--- src/rtl/wb_pkg.sv ---
// wb_pkg: shared FSM state type and buffer sizing constant for the Wishbone bridge
package wb_pkg;
  typedef enum logic {IDLE, BUSY} state_t;
  localparam int MIN_DEPTH = 2;
endpackage

--- src/rtl/wb_req_fifo.sv ---
// wb_req_fifo: request buffer with push/pop/flush, full/empty/last-entry flags
module wb_req_fifo #(
  parameter int W = 8,
  parameter int DEPTH = 4
) (
  input  logic         clk,
  input  logic         rst,
  input  logic         push,
  input  logic         pop,
  input  logic         flush,
  input  logic [W-1:0] din,
  output logic [W-1:0] dout,
  output logic         full,
  output logic         empty,
  output logic         last
);
  localparam int AB = $clog2(DEPTH);
  localparam int CW = AB + 1;
  logic [W-1:0] mem [DEPTH];
  logic [AB-1:0] wp, rp;
  logic [CW-1:0] cnt;
  always_ff @(posedge clk or negedge rst)
    if (!rst) begin
      wp  <= '0;
      rp  <= '0;
      cnt <= '0;
    end else if (flush) begin
      wp  <= '0;
      rp  <= '0;
      cnt <= '0;
    end else begin
      wp  <= wp + AB'(push);
      rp  <= rp + AB'(pop);
      cnt <= cnt + CW'(push) - CW'(pop);
    end
  always_ff @(posedge clk)
    if (push) mem[wp] <= din;
  assign dout  = mem[rp];
  assign full  = cnt == CW'(DEPTH);
  assign empty = cnt == '0;
  assign last  = cnt == CW'(1);
endmodule

--- src/rtl/wb_pipe2std_bridge.sv ---
// wb_pipe2std_bridge: pipelined Wishbone slave to standard Wishbone master bridge.
// Define WB_BRIDGE_ERR_EN to add the m_err/s_err error-termination ports.
module wb_pipe2std_bridge
  import wb_pkg::*;
#(
  parameter int AW = 32,
  parameter int DW = 32,
  parameter int DEPTH = 4
) (
  input  logic            clk,
  input  logic            rst,
  input  logic            s_cyc,
  input  logic            s_stb,
  input  logic            s_we,
  input  logic [AW-1:0]   s_adr,
  input  logic [DW-1:0]   s_dat_i,
  input  logic [DW/8-1:0] s_sel,
  output logic            s_stall,
  output logic            s_ack,
  output logic [DW-1:0]   s_dat_o,
  output logic            m_cyc,
  output logic            m_stb,
  output logic            m_we,
  output logic [AW-1:0]   m_adr,
  output logic [DW-1:0]   m_dat_o,
  output logic [DW/8-1:0] m_sel,
`ifdef WB_BRIDGE_ERR_EN
  input  logic            m_err,
  output logic            s_err,
`endif
  input  logic            m_ack,
  input  logic [DW-1:0]   m_dat_i
);
  localparam int RW = 1 + AW + DW + DW / 8;
  state_t state, state_n;
  logic push, term, err_in, busy, full, empty, last;
  logic [RW-1:0] head;
`ifdef WB_BRIDGE_ERR_EN
  assign err_in = m_err;
`else
  assign err_in = 1'b0;
`endif
  // dropping s_cyc gates the master side immediately and flushes everything
  assign busy  = (state == BUSY) && s_cyc;
  assign push  = s_cyc & s_stb & !full;
  assign term  = busy & (m_ack | err_in);
  assign m_cyc = busy;
  assign m_stb = busy;
  assign s_stall = full;
  assign {m_we, m_adr, m_dat_o, m_sel} = head;
  wb_req_fifo #(.W(RW), .DEPTH(DEPTH)) u_fifo (
    .clk(clk), .rst(rst), .push(push), .pop(term), .flush(!s_cyc),
    .din({s_we, s_adr, s_dat_i, s_sel}), .dout(head),
    .full(full), .empty(empty), .last(last)
  );
  // counting the incoming push lets a fresh request reach m_stb on the next cycle
  always_comb
    state_n = !s_cyc ? IDLE :
              (state == IDLE) ? ((push | !empty) ? BUSY : IDLE) :
              (term & last & !push) ? IDLE : BUSY;
  always_ff @(posedge clk or negedge rst)
    if (!rst) state <= IDLE;
    else state <= state_n;
  always_ff @(posedge clk or negedge rst)
    if (!rst) begin
      s_ack   <= 1'b0;
      s_dat_o <= '0;
    end else begin
      s_ack <= term & !err_in;
      if (term & !err_in) s_dat_o <= m_dat_i;
    end
`ifdef WB_BRIDGE_ERR_EN
  always_ff @(posedge clk or negedge rst)
    if (!rst) s_err <= 1'b0;
    else s_err <= term & err_in;
`endif
endmodule
--- config.mk ---
export PLATFORM = sky130hd
export DESIGN_NAME = wb_pipe2std_bridge
export DESIGN_NICKNAME = d
export VERILOG_FILES = /design/src/rtl/wb_pkg.sv /design/src/rtl/wb_req_fifo.sv /design/src/rtl/wb_pipe2std_bridge.sv
export SDC_FILE = /design/constraint.sdc
export NUM_CORES = 1
export LEC_CHECK = 0
export BUFFER_PORTS_ARGS = -buffer_cell sky130_fd_sc_hd__clkbuf_2
export CELL_PAD_IN_SITES_DETAIL_PLACEMENT = 2
export CELL_PAD_IN_SITES_GLOBAL_PLACEMENT = 2
export CORE_MARGIN = 10
export CORE_UTILIZATION = 46
export CTS_CLUSTER_DIAMETER = 200
export DETAILED_ROUTE_END_ITERATION = 8
export HOLD_SLACK_MARGIN = 0.06
export PLACE_DENSITY_LB_ADDON = 0.25
export RECOVER_POWER = 50
export SYNTH_ARGS = -nofsm -noshare
export SYNTH_HDL_FRONTEND = slang
export SYNTH_SLANG_ARGS = --single-unit
--- constraint.sdc ---
create_clock -name clk -period 25.9 [get_ports clk]
set_input_delay 1.295 -clock clk [delete_from_list [all_inputs] [get_ports clk]]
set_output_delay 1.295 -clock clk [all_outputs]
set_load 0.1 [all_outputs]
==> Implementation_results.wiki <==
{| class="wikitable"
! Metric !! Value
|-
| Outcome || finished, violations left
|-
| Failing checks || max-capacitance violations, max-slew violations
|-
| Leading register cell type out of synthesis || edfxtp_1
|-
| Portion of the post-synthesis area used by sequential elements || 0.8016
|-
| Leading cell types by count after synthesis || 276 x edfxtp_1, 69 x mux4_2, 41 x dfrtp_1
|-
| Power after layout || about 1.6 mW
|-
| Endpoint class of the critical path || output pin
|-
| Maximum achievable frequency || 222.6 MHz
|-
| Die outline area || around 32000 sq um
|-
| Post-Synthesis Cell Area || 11620 sq um
|-
| Number of buffers added to fix hold violations after cts || 0
|-
| Total power density per cell area || between 100 and 150 nW/um^2
|-
| Depth of the CTS H-tree || 2
|-
| Flip-flop and latch count after synthesis || 317
|-
| Row count || between 50 and 60
|-
| CP Launch Type || flop
|-
| Total of cells resized after clock tree synthesis || 0
|-
| Routability Congestion || just over 0.7
|-
| Fraction of the cycle the final worst path needs || 0.1735
|-
| Final slew viol count || between 70 and 80
|-
| Wire length of the first global-routing pass || between 50 and 60 mm
|-
| Post-Syn Area per Cell || around 25 sq um
|-
| Post-synthesis instance total || between 400 and 500
|-
| Share of Yosys cell area claimed by the top area cell type || 0.7133
|-
| Final-report setup violation count || 0
|-
| Clock transition at path regs || 60 ps
|-
| Switching power total || 0.5937 mW
|-
| Fraction of power consumed by combinational cells || 0.274
|-
| Net total in the final layout || approximately 820
|-
| Crit path arrival time || about 3200 ps
|-
| Start-to-end type of the worst setup path || flop to output pin
|-
| R2R Setup Slk || between 20000 and 25000 ps
|-
| Die Width || 178.9 um
|-
| Post-route ant nets || 0
|-
| Worst voltage drop across the vdd grid || between 90 and 100 uV
|-
| Number of global-route vias before repair || 6947
|-
| Post-route DRC || 0
|-
| Share of final-layout standard cells stronger than drive strength 1 || 0.4172
|-
| Initial Utilization || 0.4641
|-
| GRT Residual Overflow || 0
|-
| Worst-Skew Late Latency || 510 ps
|-
| Routed Wire Length || approximately 35 mm
|-
| Maximum capacitance violations || 2
|-
| Number of warnings issued by yosys || 0
|-
| Die height || 178.9 um
|-
| Worst-case clock skew || roughly 14 ps
|-
| Post-CTS setup buffers || 0
|-
| Synthesized net count || 582
|-
| Number of I/O port buffers || 210
|-
| Clock sink count || between 300 and 400
|-
| Unrepaired setup endpoints after global routing || false
|-
| Core Region || 25040 sq um
|-
| Most numerous cell in the Yosys netlist || edfxtp_1
|-
| Number of detailed-routing iterations run before antenna repair || 5
|-
| Sequential Power Share || 0.396
|-
| Number of clock buffers inserted by TritonCTS || 35
|-
| Clock tree buffer depth || 3
|-
| Count of endpoints failing hold in the final timing report || 0
|-
| Area leader, netlist || edfxtp_1
|-
| Max-slew headroom || -0.5884
|-
| Hold-critical path depth || 1
|-
| Static power due to leakage || around 4.9 nW
|-
| Filler instances || 2124
|-
| Required arrival time at the worst endpoint || between 20000 and 25000 ps
|-
| Worst hold path class || flop to flop
|-
| Setup TNS || 0 ps
|-
| Initial drt markers || 401
|-
| Switching share of total power || 0.3767
|-
| Count of flip-flops with a built-in enable after synthesis || roughly 280
|-
| Cell internal power dissipation || ~0.98 mW
|-
| Ports placed on the boundary || between 200 and 250
|-
| Final min period || 4493 ps
|-
| CP max FO || 50
|-
| Via density || about 5.6
|-
| Synth top area cells || edfxtp_1 71%, mux4_2 13%, dfrtp_1 8.8%
|-
| DPL Wire Length || 20.08 mm
|-
| Count of distinct cell types in the synthesized netlist || 29
|-
| Post-synthesis to final-layout area growth || 21.45%
|-
| WL per Instance || about 33 um
|-
| Pin count of the biggest net entering global routing || 71
|-
| Async set-reset flop share out of synthesis || 0.1293
|-
| Slew of the pin with the lowest slew margin || 2383 ps
|-
| Total via count in the routed design || 5903
|-
| Buffer cell driving the clock tree root || clkbuf_16
|-
| TritonCTS clock tree || yes
|-
| Logic depth of the worst register-to-register path || 3
|-
| Number of antenna violations at the first check in global routing || 1
|-
| Tot GR Track Use || 0.2218
|-
| Share of power burned in the clock network || 0.330
|}
[routing by layer]
layer  GRT usage  vias to the layer above  part of all wire
li1            -                     2432                 -
met1      0.2717                     3192              0.39
met2      0.3876                      239              0.53
met3     0.05813                       38             0.068
met4     0.04719                        2             0.013
met5           0                        -           0.00037
[layout make-up]
class / instances / area, sq um / area share
flip-flops and latches: 317 / 9321 / 0.6606
multi-input cells: 131 / 2168 / 0.1537
well taps: 330 / 412.9 / 0.02926
clock buffers: 44 / 982.2 / 0.06960
clock inverters: 16 / 181.4 / 0.01286
repair buffers: 220 / 1031 / 0.07306
inverters: 3 / 11.26 / 0.0007980
diodes: 1 / 2.502 / 0.0001773
[critical path: stages, from the launching register on]
cell,delay (ps)
dfrtp_4,720
buf_4,870
mux4_2,660
clkbuf_2,410
[logic make-up (layout without fill, tap and decap cells)]
kind of cell / Yosys count / after routing / synth area share
other: 0 / 1 / 0
and+or+nand+nor: 19 / 19 / 0.009693
xor gates and xnor gates: 4 / 4 / 0.004200
muxes: 101 / 101 / 0.1648
DFF: 317 / 317 / 0.8016
adders and majority gates: 4 / 4 / 0.004954
buffers and inverters: 24 / 283 / 0.01325
AOI/OAI and AO/OA: 3 / 3 / 0.001508
[per-stage QoR]
| step | util | hold WS (ps) | worst slack, ps | cells | cell area (sq um) |
|---|---|---|---|---|---|
| 2_1_floorplan | - | 506.9 | 16710 | 472 | 11620 |
| 3_3_place_gp | 0.5211 | 468.7 | 21860 | 1001 | 13050 |
| 3_5_place_dp | 0.5211 | 495.6 | 21850 | 1001 | 13050 |
| 4_1_cts | 0.5676 | 507.6 | 21310 | 1061 | 14210 |
| 5_1_grt | 0.5635 | 538.5 | 21150 | 1061 | 14110 |
| 6_report | 0.5636 | 506.2 | 21410 | 1062 | 14110 |
[registers in the layout, indices dropped and copies added, names as in the netlist]
register,flops
u_fifo.mem,276
u_fifo.cnt,3
s_dat_o,32
u_fifo.wp,2
u_fifo.rp,2
state,1
s_ack,1
[placed cells by master, fill, tap and decap left out, types with 2 or more instances in the layout]
cell type  synthesis  routed
mux4_2            69      69
and2_1             6       2
dfrtp_1           41      39
mux2_2            31      31
nand2_1            2       2
nor4b_2            0       2
and2_0             0       4
edfxtp_1         276     276
clkbuf_2           0     140
nor2b_1            2       2
clkinv_1           0       4
inv_1              2       3
xor2_1             2       2
clkbuf_8           0       3
dfrtp_4            0       2
bufinv_16          0       4
buf_4              4       8
nor2_1             2       2
ha_1               3       3
clkinv_2           0       6
o21ai_0            2       2
clkbuf_16          0      37
clkbuf_1           7      76
[path summary, 6_finish.rpt]
check,start,end
min reg2reg,s_dat_o[29],s_dat_o[29]
max in group asynchronous,rst,u_fifo.rp[0]
max reg2reg,u_fifo.cnt[2],u_fifo.mem[0][36]
max,u_fifo.rp[0],m_adr[30]
min,s_dat_o[29],s_dat_o[29]
min in group asynchronous,rst,u_fifo.cnt[0]
[power by group through the flow]
stage          logic, mW  registers [mW]  clock network (mW)
2_1_floorplan      0.207           0.779                   0
3_3_place_gp       0.425           0.627                   0
3_5_place_dp       0.435           0.633                   0
4_1_cts            0.438           0.624               0.524
5_1_grt            0.447           0.629               0.551
6_report           0.432           0.625               0.519
Note: power is estimated with default switching activity, not from simulation.
